**config.mk**
```make
export PLATFORM = sky130hd
export DESIGN_NAME = irq_source
export DESIGN_NICKNAME = d
export VERILOG_FILES = /design/src/rtl/irq_source.sv
export SDC_FILE = /design/constraint.sdc
export NUM_CORES = 1
export LEC_CHECK = 0
export ABC_AREA = 1
export CAP_MARGIN = 20
export CORE_ASPECT_RATIO = 1.2
export CORE_MARGIN = 2
export CORE_UTILIZATION = 30
export CTS_BUF_LIST = sky130_fd_sc_hd__clkbuf_4
export DETAILED_ROUTE_END_ITERATION = 6
export HOLD_SLACK_MARGIN = 0.06
export PLACE_DENSITY = 0.47
export SYNTH_ARGS = -nofsm -noshare
export SYNTH_HDL_FRONTEND = slang
export SYNTH_SLANG_ARGS = --single-unit
export TNS_END_PERCENT = 10
```
**constraint.sdc**
```tcl
create_clock -name clk_i -period 2.9 [get_ports clk_i]
set_input_delay 0.58 -clock clk_i [delete_from_list [all_inputs] [get_ports clk_i]]
set_output_delay 0.58 -clock clk_i [all_outputs]
set_load 0.1 [all_outputs]
```
**src/rtl/irq_source.sv**
```systemverilog
// irq_source: per-channel debounced interrupt request source.
//
// Each channel synchronizes a raw asynchronous request line, debounces it,
// and turns an armed 0->1 transition of the debounced level into a pending
// request held on irq_src_o until the interrupt controller takes it.
// A request that arrives while the previous one is still pending is flagged
// in a sticky overrun bit.
//
// Ports
//   clk_i       : single clock, all state updates on the rising edge
//   rst_i       : asynchronous, active-high reset
//   en_i        : controller sample enable; a cycle with en_i=1 and
//                 irq_src_o=1 delivers the request, which then clears
//   btn_i       : [`NIRQ] raw asynchronous request lines
//   mask_i      : [`NIRQ] per-channel arm, checked only at event time
//   ovr_clr_i   : [`NIRQ] per-channel overrun clear
//   irq_src_o   : [`NIRQ] registered pending request lines
//   overrun_o   : [`NIRQ] sticky lost-request flags

`ifndef NIRQ
`define NIRQ 4
`endif

module irq_source #(
    parameter int DEB_CYCLES = 4
) (
    input  logic              clk_i,
    input  logic              rst_i,
    input  logic              en_i,
    input  logic [`NIRQ-1:0]  btn_i,
    input  logic [`NIRQ-1:0]  mask_i,
    input  logic [`NIRQ-1:0]  ovr_clr_i,
    output logic [`NIRQ-1:0]  irq_src_o,
    output logic [`NIRQ-1:0]  overrun_o
);

    localparam int NIRQ = `NIRQ;
    // Terminal count: stable flips on the edge where the counter sits here.
    localparam logic [15:0] DEB_LAST = 16'(DEB_CYCLES - 1);

    logic [NIRQ-1:0]        s1_q;
    logic [NIRQ-1:0]        s2_q;
    logic [NIRQ-1:0]        stable_q;
    logic [NIRQ-1:0]        stable_d;
    logic [NIRQ-1:0][15:0]  cnt_q;
    logic [NIRQ-1:0][15:0]  cnt_d;
    logic [NIRQ-1:0]        irq_q;
    logic [NIRQ-1:0]        irq_d;
    logic [NIRQ-1:0]        ovr_q;
    logic [NIRQ-1:0]        ovr_d;
    logic [NIRQ-1:0]        event_s;
    logic [NIRQ-1:0]        hs_clr_s;
    logic [NIRQ-1:0]        ovr_set_s;

    // Two-flop synchronizer for the raw request lines.
    always_ff @(posedge clk_i or posedge rst_i) begin
        if (rst_i) begin
            s1_q <= '0;
            s2_q <= '0;
        end else begin
            s1_q <= btn_i;
            s2_q <= s1_q;
        end
    end

    // Debounce next state and rising-edge event detection.
    always_comb begin
        stable_d = stable_q;
        cnt_d    = '0;
        event_s  = '0;
        for (int i = 0; i < NIRQ; i++) begin
            if (s2_q[i] == stable_q[i]) begin
                cnt_d[i] = 16'd0;
            end else if (cnt_q[i] == DEB_LAST) begin
                // Level has differed for DEB_CYCLES consecutive cycles.
                stable_d[i] = s2_q[i];
                cnt_d[i]    = 16'd0;
                // Only an armed rise is an event; mask is sampled here only.
                event_s[i]  = s2_q[i] & mask_i[i];
            end else begin
                cnt_d[i] = cnt_q[i] + 16'd1;
            end
        end
    end

    // Pending request and overrun next state.
    always_comb begin
        // The controller saw irq_src_o during this cycle if en_i was high.
        hs_clr_s  = {NIRQ{en_i}} & irq_q;
        // A new event wins over a coincident handshake clear, and only an
        // event on a request that is not being delivered is an overrun.
        irq_d     = (irq_q & ~hs_clr_s) | event_s;
        ovr_set_s = event_s & irq_q & ~hs_clr_s;
        // Set beats a coincident clear.
        ovr_d     = ovr_set_s | (ovr_q & ~ovr_clr_i);
    end

    // Debounce, pending and overrun state registers.
    always_ff @(posedge clk_i or posedge rst_i) begin
        if (rst_i) begin
            stable_q <= '0;
            cnt_q    <= '0;
            irq_q    <= '0;
            ovr_q    <= '0;
        end else begin
            stable_q <= stable_d;
            cnt_q    <= cnt_d;
            irq_q    <= irq_d;
            ovr_q    <= ovr_d;
        end
    end

    assign irq_src_o = irq_q;
    assign overrun_o = ovr_q;

endmodule

```
==> results of run 1 <==
-- synthesized netlist by cell type, drive strengths merged --
library cell	n	area [um2]
nor3	8	40.0
or2	3	18.8
nand4	18	113
nand2	140	546
a21oi	6	30.0
nor2	161	652
ha	4	50.1
o21bai	5	37.5
a21o	1	7.51
dfrtp	84	2100
nand3	34	195
buf	4	26.3
o21ai	10	50.1
inv	58	218
xnor2	11	96.3
nor3b	1	7.51
xor2	17	149
-- layout by cell type, fill, tap and decap left out, types with 4 or more instances in the layout --
cell type,count
nor2_1,144
nand2_1,132
dfrtp_1,84
inv_1,57
nand3_1,29
nand4_1,18
xor2_1,17
nor2_2,16
clkdlybuf4s50_1,14
xnor2_1,11
clkbuf_4,11
buf_4,10
nand2_2,8
nor3_1,8
a21oi_1,6
o21ai_0,6
nand3_2,5
o21bai_1,5
o21ai_1,4
clkinv_2,4
ha_1,4
-- sequential cells by signal, indices dropped and copies added (netlist names) --
| name | count |
|---|---|
| stable_q | 4 |
| cnt_q | 64 |
| s2_q | 4 |
| irq_src_o | 4 |
| s1_q | 4 |
| overrun_o | 4 |
-- layer usage --
layer	vias to the layer above	share of wire, %
li1	1821	-
met1	1603	49
met2	43	46
met3	11	2.8
met4	0	2.1
met5	-	0
-- cell families after synthesis --
group                    Yosys count  synth area share [%]
AO/OA/AOI/OAI                     22                  2.88
flip-flops                        84                  48.5
AND/OR/NAND/NOR                  365                  36.2
adder cells (fa/ha/maj)            4                  1.15
buffers and inverters             62                  5.62
XOR/XNOR                          28                  5.65
-- per-stage QoR --
step / setup slack (ns) / util (%) / instances / area [um2] / hold slack [ns]
after detailed placement: 1.18 / 33.5 / 761 / 4770 / 0.335
after CTS: 1.10 / 34.4 / 777 / 4900 / 0.322
final: 1.16 / 34.5 / 778 / 4900 / 0.361
after global placement: 1.18 / 33.5 / 761 / 4770 / 0.334
after floorplan: 0.155 / - / 565 / 4340 / 0.331
after global routing: 1.07 / 34.5 / 778 / 4900 / 0.358
-- layout make-up --
cell class | instances | area [um2] | share of cell area (%)
clock buffers | 11 | 82.6 | 1.68
multi-input cells | 419 | 1990 | 40.6
inverters | 58 | 219 | 4.46
diodes | 1 | 2.50 | 0.0510
repair buffers | 25 | 235 | 4.80
well taps | 175 | 219 | 4.46
clock inverters | 5 | 52.6 | 1.07
flip-flops and latches | 84 | 2100 | 42.9
-- worst paths after layout --
kind                       depth (start not counted)  slack [ns]      endpoint         start
setup / recovery                                   1        1.16  irq_src_o[0]  irq_src_o[0]
hold / removal                                     2        0.36       s1_q[3]         rst_i
setup reg to reg                                   6        1.48     cnt_q[26]     cnt_q[16]
hold reg to reg                                    0        0.36       s2_q[3]       s1_q[3]
max in group asynchronous                          3        1.95     cnt_q[62]         rst_i
min in group clk_i                                 0        0.36       s2_q[3]       s1_q[3]
-- power groups by stage --
stage | clock, W | sequential, W | combinational, W
global route | 0.000769 | 0.00137 | 0.000526
detailed placement | 0 | 0.00138 | 0.000459
global placement | 0 | 0.00137 | 0.000456
CTS | 0.000740 | 0.00136 | 0.000461
finish | 0.000698 | 0.00135 | 0.000449
floorplan | 0 | 0.00139 | 0.000316
==> flow_summary.json, run 1 <==
{
  "fin_crit_ns": 1.74,
  "root_buffer": "clkbuf_4",
  "synth_cell_types": 24,
  "syn-cell-area_um2": 4340,
  "crit_type": "reg2out",
  "critPathArrivalTime_ns": 1.16,
  "worstSetupEndpointType": "primary output",
  "nets": 616,
  "power_w": 0.00250,
  "p_sw_share_pct": 32.8,
  "critical-path-top-delay-family": "flip-flops",
  "fin_worst_skew_ns": 0.0146,
  "wl_mm": 9.16,
  "comb_power_share_pct": 18.0,
  "cp_max_fo": 2,
  "post-route-period-util_pct": 60.0,
  "ctsResizeCount": 0,
  "synth_nets": 584,
  "vdd_drop_max_mv": 0.127,
  "cts.clk_slew.worst_paths_ns": 0.14,
  "cts_setup_buffers": 0,
  "antenna_found_initial": 1,
  "tns_ns": 0,
  "grt_pass1_vias": 3337,
  "clk_path_buf_depth": 2,
  "worstPathCellList": "buf_4",
  "rsz0062_at_grt": "false",
  "dr_total_vias": 3478,
  "grt_first_pass_wirelength_mm": 15.8,
  "met2_usage_pct": 20.7,
  "cp_slowest_cell": "dfrtp_1",
  "drt-initial-drc-count": 201,
  "worst-path-buf-inv": 1,
  "syn_area_per_cell_um2": 7.68,
  "grtUsageTotal_pct": 13.0,
  "clk_latency_ns": 0.44,
  "relSlewSlack_pct": 71.8,
  "port_buffers": 22,
  "synth_cells": 565,
  "finalMaxSlewViolations": 0,
  "layout-drive-gt1-share_pct": 9.97,
  "power.switching_w": 0.000819,
  "cts.sinks": 84,
  "hold_viol": 0,
  "fp-row-count": 48,
  "critPathLaunchType": "flop",
  "htreeDepth": 3,
  "required_ns": 2.32,
  "area_growth_syn_to_layout_pct": 13.1,
  "busiest_layer": "met2",
  "grt_use_met1_pct": 17.0,
  "grt_use_met3_pct": 2.15,
  "initial_utilization_pct": 30.5,
  "fillers": 1497,
  "gp_routability_congestion": 0.821,
  "dp_hpwl_mm": 6.70,
  "max_freq_ghz": 0.575,
  "hp-class": "in2async",
  "p_int_w": 0.00168,
  "dr.pass1.iters": 4,
  "drv_cap": 0,
  "grt_max_degree": 51,
  "seq_area_frac_synth_pct": 48.5,
  "core_um2": 14200,
  "die_h_um": 136,
  "viasPerCell": 4.47,
  "wl_per_cell_um": 11.8,
  "powerDensity_nw_per_um2": 510,
  "die_width_um": 114,
  "grt-ovfl-total": 0,
  "cts_buffers": 9,
  "ant_nets": 0,
  "p_leak_nw": 2.08,
  "clkPwrFrac_pct": 27.9,
  "status": "finished, final reports clean",
  "die_area_um2": 15400,
  "synth_seq_cells": 84,
  "boundaryPins": 23,
  "pwr-share-seq_pct": 54.1,
  "ys_warn_count": 0,
  "cts_hold_buf": 0,
  "slowest_delay_ns": 0.41,
  "setup_viol_count_final": 0,
  "worst_pin_slew_ns": 0.422,
  "drcViolationCount": 0,
  "cts_tree": "built"
}
Note: power is estimated with default switching activity, not from simulation.
==> run 2: changes to the inputs <==
==> constraint.sdc (replaced) <==
create_clock -name clk_i -period 1.5 [get_ports clk_i]
set_input_delay 0.3 -clock clk_i [delete_from_list [all_inputs] [get_ports clk_i]]
set_output_delay 0.3 -clock clk_i [all_outputs]
set_load 0.1 [all_outputs]
==> run 2 against run 1 <==
Against the previous run: sequential power rose by 95%; worst hold slack worse by 0.092 ns; combinational power up 100%; final cell count up 0.13%; wire length about the same; flip-flop and latch count is the same; total power up 94%; critical path type unchanged; largest cell class unchanged; highest routed layer unchanged.
==> flow_summary.json, run 2 (synthesis gave the netlist of run 1 again) <==
{
  "slowest_delay_ns": 0.47,
  "clk_latency_ns": 0.43,
  "status": "finished, final reports clean",
  "clk_path_buf_depth": 2,
  "p_int_w": 0.00326,
  "worst_pin_slew_ns": 0.424,
  "p_leak_nw": 2.09,
  "hold_slack_ns": 0.270,
  "core_um2": 14200,
  "r2r-start": "cnt_q[48]",
  "dr.pass1.iters": 4,
  "hold_viol": 0,
  "die_area_um2": 15400,
  "die_h_um": 136,
  "wl_met2_mm": 4.40,
  "worstPathCellList": "buf_12",
  "post-route-util_pct": 35.3,
  "max_freq_ghz": 0.715,
  "setup_viol_count_final": 0,
  "cp_max_fo": 2,
  "stdcell_area_um2": 5020,
  "viasPerCell": 4.50,
  "antenna_found_initial": 1,
  "multi_input_area_um2": 2000,
  "worstSetupEndpointType": "primary output",
  "cts.sinks": 84,
  "layout-drive-gt1-share_pct": 10.3,
  "drv_cap": 0,
  "worst-path-buf-inv": 1,
  "fin_crit_ns": 1.40,
  "clkPwrFrac_pct": 27.2,
  "finalMaxSlewViolations": 0,
  "final_cell_mix": "nor2_1 (144), nand2_1 (131), dfrtp_1 (83)",
  "crit_type": "reg2out",
  "power.switching_w": 0.00159,
  "routed-wl-met3_um": 240,
  "fin_worst_skew_ns": 0.0139,
  "pwr-share-seq_pct": 54.2,
  "grt_first_pass_wirelength_mm": 15.9,
  "cts_tree": "built",
  "fillers": 1468,
  "grt-ovfl-total": 0,
  "cts.clk_slew.worst_paths_ns": 0.14,
  "drcViolationCount": 0,
  "nets": 617,
  "critical-path-top-delay-family": "flip-flops",
  "highest_layer": "met4",
  "largest_reg_flops": 64,
  "dp_hpwl_mm": 6.69,
  "wl_per_cell_um": 11.7,
  "p_sw_share_pct": 32.7,
  "cp_slowest_cell": "dfrtp_1",
  "grt_max_degree": 57,
  "post-route-period-util_pct": 93.3,
  "comb_power_share_pct": 18.6,
  "cts_setup_buffers": 0,
  "ant_nets": 0,
  "placed_area_um2": 4880,
  "rsz0062_at_grt": "false",
  "required_ns": 1.20,
  "grt_pass1_vias": 3505,
  "port_buffers": 22,
  "critPathArrivalTime_ns": 1.10,
  "fp-row-count": 48,
  "grtUsageTotal_pct": 12.8,
  "boundaryPins": 23,
  "powerDensity_nw_per_um2": 965,
  "initial_utilization_pct": 30.5,
  "relSlewSlack_pct": 71.7,
  "root_buffer": "clkbuf_4",
  "tns_ns": 0,
  "top_register": "cnt_q",
  "final_common_cell": "nor2_1",
  "area_growth_syn_to_layout_pct": 15.7,
  "hp-class": "in2async",
  "drt-met1-wl_mm": 4.34,
  "cts_buffers": 9,
  "crit_start": "irq_src_o[0]",
  "htreeDepth": 3,
  "drt-initial-drc-count": 167,
  "vdd_drop_max_mv": 0.447,
  "die_width_um": 114,
  "gp_routability_congestion": 0.812,
  "dr_total_vias": 3508,
  "wl_mm": 9.15,
  "critPathLaunchType": "flop",
  "regArea_um2": 2100
}
[run 2: cell types whose count changed in the layout (fill, tap and decap cells not counted), sizes merged]
cell,change
clkbuf,-1
clkinvlp,+1
buf,+1
[run 2: area by class of cell]
type | count | area share (%)
Sequential cell | 84 | 41.9
Multi-Input combinational cell | 419 | 39.9
Timing Repair Buffer | 26 | 6.83
Inverter | 58 | 4.41
Tap cell | 175 | 4.36
Clock buffer | 10 | 1.50
Clock inverter | 6 | 1.10
Antenna cell | 1 | 0.0498
[run 2: repair_timing]
| item | in CTS | in global routing |
|---|---|---|
| hold buffers | 0 | 0 |
| setup endpoints to repair | 0 | 8 |
| resized for setup | 0 | 4 |
[run 2: worst paths after layout]
kind	cells past startpoint	slack [ns]	end
min in group clk_i	1	0.29	s1_q[3]
min	3	0.27	cnt_q[62]
max in group asynchronous	3	0.87	cnt_q[16]
max reg2reg	6	0.11	cnt_q[58]
min reg2reg	0	0.37	s2_q[2]
max	1	0.10	irq_src_o[0]
[run 2: power groups by stage]
stage	Clock (W)	Sequential, W	Combinational [W]
after floorplan	0	0.00269	0.000611
after global placement	0	0.00265	0.000913
after detailed placement	0	0.00266	0.000918
after CTS	0.00138	0.00262	0.000921
after global routing	0.00148	0.00266	0.00104
final	0.00132	0.00263	0.000901
[run 2: routing by layer]
metal / vias up / track usage [%]
met4: 0 / 4.81
met1: 1616 / 16.4
li1: 1833 / -
met3: 13 / 2.60
met5: - / 0
met2: 46 / 21.3
[run 2: through the flow]
stage / std cells / power [W] / setup WS, ns
final: 779 / 0.00484 / 0.101
after global routing: 779 / 0.00518 / 0.000516
after CTS: 778 / 0.00492 / 0.0649
after detailed placement: 762 / 0.00358 / 0.0960
after global placement: 762 / 0.00357 / 0.128
after floorplan: 565 / 0.00330 / 0.165
